### src/rtl/data_cache.sv
// Direct-mapped, write-through, no-write-allocate data cache between the MEM stage
// and external data memory: 4-word lines filled in one transfer, single-cycle read hits.
module data_cache #(
  parameter int unsigned INDEX_BITS = 2
) (
  input  logic        clk,
  input  logic        reset_n,
  input  logic        cpu_read,
  input  logic        cpu_write,
  input  logic [15:0] cpu_address,
  input  logic [15:0] cpu_wdata,
  output logic [15:0] cpu_rdata,
  output logic        cpu_ready,
  output logic        mem_read,
  output logic        mem_write,
  output logic [15:0] mem_address,
  output logic [15:0] mem_wdata,
  input  logic [63:0] mem_rdata,
  input  logic        mem_ready,
  output logic [15:0] hit_count,
  output logic [15:0] miss_count
);
  localparam int unsigned LINES    = 1 << INDEX_BITS;
  localparam int unsigned TAG_BITS = 14 - INDEX_BITS;
  localparam int unsigned WORD_W   = 16;
  localparam int unsigned LINE_W   = 4 * WORD_W;

  typedef enum logic [1:0] {IDLE = 2'd0, FILL = 2'd1, WRITE = 2'd2} state_e;

  state_e state_q, state_d;

  logic [1:0]            offset;
  logic [INDEX_BITS-1:0] index;
  logic [TAG_BITS-1:0]   tag;

  logic [LINES-1:0]    valid_q, valid_d;
  logic [TAG_BITS-1:0] tag_q  [LINES];
  logic [LINE_W-1:0]   data_q [LINES];
  logic [15:0]         hit_count_q, hit_count_d;
  logic [15:0]         miss_count_q, miss_count_d;

  logic        hit_c, read_hit_c, fill_done_c, write_done_c;
  logic [5:0]  word_base_c;
  logic [15:0] cached_word_c, fill_word_c;

  assign offset = cpu_address[1:0];
  assign index  = cpu_address[INDEX_BITS+1:2];
  assign tag    = cpu_address[15:INDEX_BITS+2];

  assign hit_c         = valid_q[index] && (tag_q[index] == tag);
  assign read_hit_c    = (state_q == IDLE) && cpu_read && !cpu_write && hit_c;
  assign fill_done_c   = (state_q == FILL) && mem_ready;
  assign write_done_c  = (state_q == WRITE) && mem_ready;
  assign word_base_c   = {offset, 4'b0000};
  assign cached_word_c = data_q[index][word_base_c +: WORD_W];
  assign fill_word_c   = mem_rdata[word_base_c +: WORD_W];

  // State register
  always_ff @(posedge clk or negedge reset_n) begin
    if (!reset_n) state_q <= IDLE;
    else          state_q <= state_d;
  end

  // Next-state logic; a store takes priority over a simultaneous load
  always_comb begin
    state_d = state_q;
    case (state_q)
      IDLE: begin
        if (cpu_write)                state_d = WRITE;
        else if (cpu_read && !hit_c)  state_d = FILL;
      end
      FILL:    if (mem_ready) state_d = IDLE;
      WRITE:   if (mem_ready) state_d = IDLE;
      default: state_d = IDLE;
    endcase
  end

  // Output decode; fill data is forwarded to the CPU in the completing cycle
  always_comb begin
    cpu_ready   = 1'b0;
    cpu_rdata   = 16'h0000;
    mem_read    = 1'b0;
    mem_write   = 1'b0;
    mem_address = 16'h0000;
    mem_wdata   = 16'h0000;
    case (state_q)
      IDLE: begin
        if (read_hit_c) begin
          cpu_ready = 1'b1;
          cpu_rdata = cached_word_c;
        end
      end
      FILL: begin
        mem_read    = 1'b1;
        mem_address = {tag, index, 2'b00};
        if (mem_ready) begin
          cpu_ready = 1'b1;
          cpu_rdata = fill_word_c;
        end
      end
      WRITE: begin
        mem_write   = 1'b1;
        mem_address = cpu_address;
        mem_wdata   = cpu_wdata;
        cpu_ready   = mem_ready;
      end
      default: ;
    endcase
  end

  // Valid bits and performance counters
  always_comb begin
    valid_d      = valid_q;
    hit_count_d  = hit_count_q;
    miss_count_d = miss_count_q;
    if (fill_done_c) begin
      valid_d[index] = 1'b1;
      miss_count_d   = miss_count_q + 16'd1;
    end
    if (read_hit_c || (write_done_c && hit_c)) hit_count_d = hit_count_q + 16'd1;
    if (write_done_c && !hit_c) miss_count_d = miss_count_q + 16'd1;
  end

  always_ff @(posedge clk or negedge reset_n) begin
    if (!reset_n) begin
      valid_q      <= '0;
      hit_count_q  <= 16'h0000;
      miss_count_q <= 16'h0000;
    end else begin
      valid_q      <= valid_d;
      hit_count_q  <= hit_count_d;
      miss_count_q <= miss_count_d;
    end
  end

  // Tag and data arrays carry no reset; validity alone gates their use
  always_ff @(posedge clk) begin
    if (fill_done_c) begin
      tag_q[index]  <= tag;
      data_q[index] <= mem_rdata;
    end else if (write_done_c && hit_c) begin
      data_q[index][word_base_c +: WORD_W] <= cpu_wdata;
    end
  end

  assign hit_count  = hit_count_q;
  assign miss_count = miss_count_q;

endmodule

### config.mk
export PLATFORM = sky130hd
export DESIGN_NAME = data_cache
export DESIGN_NICKNAME = d
export VERILOG_FILES = /design/src/rtl/data_cache.sv
export SDC_FILE = /design/constraint.sdc
export NUM_CORES = 1
export LEC_CHECK = 0
export ABC_AREA = 1
export CAP_MARGIN = 25
export CORE_MARGIN = 10
export CORE_UTILIZATION = 37
export CTS_BUF_LIST = sky130_fd_sc_hd__clkbuf_8
export DETAILED_ROUTE_END_ITERATION = 10
export GPL_TIMING_DRIVEN = 0
export PLACE_DENSITY_LB_ADDON = 0.15
export SLEW_MARGIN = 15
export SYNTH_ARGS = -nofsm -noshare
export SYNTH_HDL_FRONTEND = slang
export SYNTH_SLANG_ARGS = --single-unit
### constraint.sdc
create_clock -name clk -period 3.2 [get_ports clk]
set_input_delay 0.48 -clock clk [delete_from_list [all_inputs] [get_ports clk]]
set_output_delay 0.48 -clock clk [all_outputs]
set_load 0.02 [all_outputs]
; Word-level counts from Yosys, hierarchy flattened
; Memories as Yosys holds them, arrays and structs flattened.
; Index checks and enable logic that the tools add are counted.
[word_totals]
reg_bits = 38
ram_bits = 304
elab_cells = 191
mem_count = 2
[op_classes]
addsub = 3
n_lt_le_gt_ge = 2
n_eq_ne = 5
n_shift = 4
mux = 89
bitwise_logic = 65
n_reduce_logical = 17
[mem_list]
columns = memory, words, word_bits, rd, rd_ports_with_merged_regs, wr, line
row1 = data_q, 4, 64, 1, 0, 1, 38  ; logic [LINE_W-1:0] data_q [LINES];
row2 = tag_q, 4, 12, 1, 0, 1, 37  ; logic [TAG_BITS-1:0] tag_q [LINES];
[ops]
columns = op, n
row1 = $shiftx 64x7->16, 2
row2 = $mux 16, 5
row3 = $mux 1, 74
row4 = $mux 64, 1
row5 = $or 1x1->1, 64
row6 = $pmux 16 s2, 2
row7 = $shift 16x8->64 const A, 1
row8 = $shiftx 16x8->64, 1
row9 = $add 16x1->16 const B, 2
row10 = $eq 12x12->1, 1
row11 = $logic_and 1x1->1, 10
row12 = $neg 6->8, 1
row13 = $mux 2, 3
row14 = $or 4x4->4, 1
row15 = $pmux 2 s2, 1
row16 = $lt 2x3->1 const B, 1
row17 = $ne 3x2->1 const B, 1
row18 = $pmux 1 s3, 1
row19 = $bmux 1 s2, 1
row20 = $demux 1 s2, 1
row21 = $eq 2x1->1 const B, 1
row22 = $eq 2x2->1 const B, 1
row23 = $ge 2x1->1 const B, 1
row24 = $logic_not 1->1, 2
row25 = other kinds (6), 6

; Logic depth before layout (Yosys ltp)
; Gate-level depths: netlist of run 1.
[logic_depth]
depth_word = 8
ltp_mapped = 19
ltp_nobuf = 16

; Worst setup path after synthesis of run 1
; No wires, ideal clock.
[synth_path]
path_kind = in2reg
startpoint = in cpu_address[0]
endpoint = mem data_q[3][0] (netlist bit) (enable)
setup_time_ps = 394
arrival_ps = 2883
setup_slack_ps = -77
cell_stages = 9
path_buffers = 5
path_cell_list = clkbuf_1 -> clkinv_1 -> clkbuf_1 -> clkbuf_1 -> ha_1 -> clkbuf_1 -> nand4_1 -> buf_2 -> a21oi_1
[synth_via]
elab_chain_cells = 4
[synth_rtl]
columns = element, line
row1 = start: declaration, 10  ; input logic [15:0] cpu_address,
row2 = $neg 6->8, 142  ; data_q[index][word_base_c +: WORD_W] <= cpu_wdata;
row3 = $shift 16x8->64, 142
row4 = $mux 64 (not written as such), 142
row5 = $or 1x1->1 (no line), -
row6 = end: declaration, 38
; Every way passes these cells.

; Worst setup path in the final report of run 1
[layout_path]
startpoint = in cpu_address[3]
endpoint = out cpu_rdata[0]
[layout_via]
elab_chain_cells = 6
elab_cells_between_ends = 10
cone_classes = eq/ne: 1 / shift: 1 / mux: 4 / reduce/logical: 2 / memory: 2
[layout_rtl]
columns = element, line
row1 = "parallel branches: the longest is 4 deep, another holds $mem_v2 4x64", -
row2 = $mux 16 *, 88  ; if (read_hit_c) begin
row3 = $pmux 16 s2 *, 86  ; case (state_q)
row4 = end: declaration, 12  ; output logic [15:0] cpu_rdata,
; Every way passes the cells marked *. The select of a mux whose other input is x is not followed.

==> results.json, run 1 <==
{
  "seq_area_frac_synth": 0.612,
  "cpPeakStageDelay_ns": 0.47,
  "worstSetupStartpointType": "input port",
  "die_y_um": 231,
  "postRouteAntennaNets": 0,
  "routed_wl_mm": 66.0,
  "yosysWarnings": 0,
  "vias": 14100,
  "ys_types": 43,
  "reg2reg_slack_ns": 0.17,
  "drtIter0Drc": 1714,
  "synthArstFlopShare": 0.111,
  "syn_area_um2": 16500,
  "arrival_ns": 2.77,
  "p_leak_nw": 8.37,
  "dieArea_um2": 53300,
  "hold_path_class": "input port to async pin",
  "gr-total-overflow": 0,
  "layout_commonest_cell": "nand2_1",
  "drt-vias-per-instance": 5.52,
  "rsz0062_at_grt": "true",
  "end_kind": "primary output",
  "period_needed_ns": 3.25,
  "yosys.area.top_type": "edfxtp_1",
  "grt_usage": 0.241,
  "rows": 77,
  "powerDensity_nw_per_um2": 554,
  "cts_sinks": 342,
  "slowest_stage": "o211ai_1",
  "p_total_mw": 11.8,
  "cp_cell_sequence": "clkdlybuf4s15_2, inv_2, clkbuf_4, nand2_2, buf_12, buf_12, o221ai_1, o211ai_1, nand2_1, o21ai_4, buf_6",
  "antenna_found_initial": 1,
  "final_cells": 2562,
  "finClkSkew_ns": 0.0388,
  "rr_worst_depth": 7,
  "cts_buffers": 57,
  "dp_hpwl_mm": 49.7,
  "r2r_start": "state_q[1]",
  "synth_nets": 1762,
  "relSlewSlack": 0.396,
  "grt_pass1_vias": 13700,
  "clk_latency_ns": 0.66,
  "dp_slack_ns": -2.14,
  "outcome": "complete, but fails checks",
  "core_um2": 44100,
  "layout-drive-gt1-share": 0.173,
  "critPathLaunch": "cpu_address[3]",
  "area_growth_pct": 29.2,
  "final_cell_mix": "nand2_1 (383), edfxtp_1 (304), nor2_1 (183), clkdlybuf4s50_1 (139), inv_1 (101)",
  "finalSetupTns_ns": -0.0490,
  "timing.final.ws_setup_ns": -0.0490,
  "avgSynthCellArea_um2": 9.98,
  "grt_pass1_wl_mm": 94.4,
  "portBuffers": 183,
  "finalSetupViolCount": 1,
  "crit_top_cell": "buf_12",
  "postSynthCellCount": 1650,
  "finalCritPeriodShare": 1.02,
  "worstMarginPinSlew_ns": 0.904,
  "r2r_end": "data_q[3][29]",
  "drc": 0,
  "clockBufferDepth": 3,
  "path_class": "input port to primary output",
  "grt_max_degree": 21,
  "violations": "setup timing",
  "synth-seq-cells": 342,
  "crit_cells": 11,
  "drv_slew": 0,
  "htree_levels": 2,
  "synth_edf_count": 304,
  "ios": 184,
  "ys.flop_type": "edfxtp_1",
  "root_buffer": "clkbuf_8",
  "crit_buf_inv": 6,
  "ir_drop_mv": 0.319,
  "clkTransAtPathRegs_ns": 0.06,
  "hold_viol": 0,
  "yosys-top-cells-area": "edfxtp_1 (55%), nand2_1 (8.9%), dfrtp_1 (5.8%), nor2_1 (4.3%), o22ai_1 (3.2%)",
  "place_congestion": 1.01,
  "nets": 2032,
  "max_freq_ghz": 0.308,
  "drtPass1Iterations": 6,
  "die_x_um": 231,
  "routedWlPerCell_um": 25.8,
  "synth_top_area_frac": 0.554,
  "cts_tree": "built",
  "drv_cap": 0,
  "dp_cells": 2440,
  "worstPathMaxFanout": 10,
  "start_util": 0.373,
  "required_ns": 2.72,
  "crit_family": "buffers and inverters"
}
==> layer usage <==
layer | global-route usage | wire (um) | share of wire | up-vias
li1 | - | - | - | 6402
met1 | 0.321 | 27900 | 0.42 | 6901
met2 | 0.378 | 29700 | 0.45 | 739
met3 | 0.0563 | 6210 | 0.094 | 103
met4 | 0.0847 | 2180 | 0.033 | 0
met5 | 0 | 0 | 0 | -
==> worst max path at each step <==
stage                     to
6_report        cpu_rdata[0]
5_1_grt        cpu_rdata[12]
4_1_cts         mem_wdata[8]
3_5_place_dp    data_q[1][9]
3_3_place_gp    data_q[1][5]
2_1_floorplan   data_q[3][0]
==> cells by family after synthesis <==
family / count (synthesis) / share of synthesized area
AO/OA/AOI/OAI: 255 / 0.0964
XOR/XNOR: 29 / 0.0154
adder cells (fa/ha/maj): 11 / 0.00836
buffers and inverters: 196 / 0.0533
flip-flops: 342 / 0.612
multiplexers: 1 / 0.000608
AND/OR/NAND/NOR: 816 / 0.214
==> metrics by stage <==
| stage | hold WS, ns | instance area [um^2] | utilization |
|---|---|---|---|
| after floorplan | 0.184 | 16500 | - |
| after global placement | 0.458 | 19000 | 0.431 |
| after detailed placement | 0.464 | 19400 | 0.439 |
| after CTS | 0.302 | 21100 | 0.478 |
| after global routing | 0.375 | 21300 | 0.482 |
| final | 0.328 | 21300 | 0.482 |
==> flip-flops by register name, indices dropped and copies added, names as in the netlist <==
register	flops
data_q	256
tag_q	48
hit_count	16
miss_count	16
valid_q	4
state_q	2
==> layout make-up <==
cell class	instances	area (um^2)
Multi-Input combinational cell	1112	6050
Timing Repair Buffer	212	2160
Inverter	84	330
Tap cell	592	741
Fill cell	4226	22800
Sequential cell	342	10100
Clock inverter	49	226
Clock buffer	58	798
Buffer	111	892
Antenna cell	2	5.00
==> worst register-to-register path: cells and delay by family, from the launching register on <==
family | cells | cell delay (ns)
DFF | 1 | 0.42
buffers and inverters | 4 | 1.18
adders and majority gates | 1 | 0.27
AOI/OAI and AO/OA | 1 | 0.61
and+or+nand+nor | 1 | 0.24
==> timing repair <==
item,in CTS,in global routing
setup buffers,12,1
hold endpoints to repair,18,0
gates resized for setup,342,45
setup endpoints to repair,561,46
pin swaps,24,9
hold buffers,1,0
==> Yosys cell counts (2+ instances only) <==
library cell,number
or2_2,27
ha_1,11
xnor2_1,5
buf_2,39
nor2_1,190
nand2_1,390
clkbuf_1,51
buf_1,9
a21oi_1,29
o22a_1,3
edfxtp_1,304
nand3_1,72
o21ai_0,77
and2_1,5
o2111ai_1,8
inv_2,4
o211ai_1,2
o31ai_1,14
o41ai_1,10
o21ai_1,4
clkinv_1,3
o21a_1,2
nor4_1,2
o21ai_2,6
nand2_2,4
dfrtp_1,38
xor2_1,24
o221ai_1,13
buf_6,12
o22ai_1,84
nand4_1,72
inv_1,77
nand3b_1,2
nor3_1,48
==> power by group <==
group | internal (mW) | switching [mW] | total (mW)
combinational | 1.03 | 1.95 | 2.98
clock | 1.76 | 1.76 | 3.52
sequential | 5.14 | 0.139 | 5.28
Note: power is estimated with default switching activity, not from simulation.
==> run 2: changes to the inputs <==
- CELL_PAD_IN_SITES_DETAIL_PLACEMENT: unset -> 1
- CELL_PAD_IN_SITES_GLOBAL_PLACEMENT: unset -> 2
- SLEW_MARGIN: 15 -> unset
==> run 2 against run 1 <==
The flow now finishes without violations. Design area fell by 0.19%. Non-clock buffer count increased by 4. Maximum frequency increased by 3.5%. Routed wire length is 5.0% higher. First-iteration DRC count shrank 35%. Clock skew rose by 0.00054 ns. Register-to-register slack got worse by 0.02 ns. Die area is the same. Clock power increased by 2%. Power grew 0.24%. Critical path type unchanged.
==> results.json, run 2 (synthesis gave the netlist of run 1 again) <==
{
  "outcome": "finished clean",
  "drv_cap": 0,
  "largest-register": "data_q",
  "seqCellArea_um2": 10100,
  "final_cells": 2561,
  "clk_latency_ns": 0.64,
  "drc": 0,
  "cp_cell_sequence": "dlygate4sd2_1, clkbuf_4, clkbuf_4, o21ai_0, o22ai_1, nand2_1, o21ai_2, clkdlybuf4s15_2",
  "finClkSkew_ns": 0.0393,
  "final_cell_mix": "nand2_1 (384), edfxtp_1 (304), nor2_1 (184), clkdlybuf4s50_1 (150), o22ai_1 (84)",
  "layout-drive-gt1-share": 0.172,
  "r2r_start": "state_q[0]",
  "core_um2": 44100,
  "drv_slew": 0,
  "grt_max_degree": 27,
  "end_kind": "primary output",
  "path_class": "input port to primary output",
  "vias": 14000,
  "hold_viol": 0,
  "worstMarginPinSlew_ns": 1.04,
  "max_freq_ghz": 0.319,
  "worstSetupStartpointType": "input port",
  "ios": 184,
  "reg2reg_slack_ns": 0.15,
  "period_needed_ns": 3.14,
  "crit_buf_inv": 4,
  "nets": 2033,
  "top_regs": "data_q x256, tag_q x48",
  "fill_cells": 4967,
  "htree_levels": 2,
  "slowest_stage": "dlygate4sd2_1",
  "antenna_found_initial": 1,
  "grt_usage": 0.252,
  "routed_wl_mm": 69.3,
  "p_leak_nw": 8.16,
  "cts_tree": "built",
  "die_y_um": 231,
  "grt_pass1_vias": 14800,
  "clockBufferDepth": 3,
  "cts_sinks": 342,
  "start_util": 0.373,
  "arrival_ns": 2.66,
  "dp_hpwl_mm": 52.7,
  "powerDensity_nw_per_um2": 556,
  "postRouteAntennaNets": 0,
  "largest_reg_flops": 256,
  "portBuffers": 183,
  "hold_path_class": "input port to async pin",
  "area_growth_pct": 29.0,
  "gr-total-overflow": 0,
  "cpPeakStageDelay_ns": 0.46,
  "rows": 77,
  "crit_family": "buffers and inverters",
  "required_ns": 2.72,
  "drtPass1Iterations": 5,
  "layout_commonest_cell": "nand2_1",
  "multi_input_area_um2": 5990,
  "critPathLaunch": "cpu_address[1]",
  "place_congestion": 0.905,
  "relSlewSlack": 0.309,
  "die_x_um": 231,
  "cts_buffers": 54,
  "finalSetupTns_ns": 0,
  "worstPathMaxFanout": 10,
  "drtIter0Drc": 1120,
  "crit_top_cell": "clkbuf_4",
  "r2r_end": "data_q[3][4]",
  "dp_cells": 2445,
  "routedWlPerCell_um": 27.0,
  "dieArea_um2": 53300,
  "root_buffer": "clkbuf_8",
  "rr_worst_depth": 9,
  "grt_pass1_wl_mm": 99.2,
  "finalSetupViolCount": 0,
  "ir_drop_mv": 0.323,
  "finalCritPeriodShare": 0.981,
  "crit_cells": 8,
  "drt-vias-per-instance": 5.49,
  "timing.final.ws_setup_ns": 0.0612,
  "clkTransAtPathRegs_ns": 0.06,
  "crit_end": "cpu_rdata[15]",
  "dp_slack_ns": -2.26
}
==> run 2: changes by cell type in the layout (fill, tap and decap cells not counted), moves of 4 or more <==
cell	change
buf_4	+7
dlygate4sd2_1	-4
clkinv_1	+7
inv_1	-18
a21oi_2	-4
clkdlybuf4s50_1	+11
dlymetal6s2s_1	-8
==> run 2: worst min path at each step <==
stage / startpoint / endpoint
after floorplan: reset_n / hit_count[0]
after global placement: valid_q[2] / valid_q[2]
after detailed placement: reset_n / hit_count[0]
after CTS: reset_n / hit_count[0]
after global routing: reset_n / hit_count[0]
final: reset_n / hit_count[0]
==> run 2: power breakdown <==
part	switching (mW)	internal, mW	total (mW)
combinational	1.93	1.02	2.96
sequential	0.142	5.14	5.28
clock	1.83	1.75	3.58
==> run 2: routing by layer <==
layer | routed length, um | track usage | vias up | share of wire
li1 | - | - | 6398 | -
met2 | 32800 | 0.420 | 587 | 0.47
met5 | 0 | 0 | - | 0
met4 | 3400 | 0.124 | 0 | 0.049
met1 | 28200 | 0.306 | 6926 | 0.41
met3 | 4810 | 0.0538 | 138 | 0.069
==> run 2: area by class of cell <==
type / instances / area share
Inverter: 84 / 0.0155
Buffer: 109 / 0.0408
Clock inverter: 44 / 0.0111
Sequential cell: 342 / 0.475
Multi-Input combinational cell: 1112 / 0.282
Antenna cell: 3 / 0.000354
Clock buffer: 57 / 0.0369
Tap cell: 592 / 0.0349
Timing Repair Buffer: 218 / 0.104
==> run 2: what timing repair did <==
item | CTS | global route
pin swaps | 13 | 8
endpoints found under the setup margin | 561 | 69
resized for setup | 291 | 64
hold buffers | 1 | 0
buffers inserted | 10 | 2
hold endpoints to repair | 12 | 0
cloned | 2 | 0
==> run 2: through the flow <==
| stage | total power, mW | hold WS [ns] | cell area (um^2) | utilization |
|---|---|---|---|---|
| finish | 11.8 | 0.330 | 21200 | 0.481 |
| global route | 12.3 | 0.344 | 21200 | 0.481 |
| CTS | 11.8 | 0.289 | 21000 | 0.476 |
| detailed placement | 8.20 | 0.418 | 19400 | 0.439 |
| global placement | 8.10 | 0.461 | 19000 | 0.431 |
| floorplan | 6.80 | 0.184 | 16500 | - |
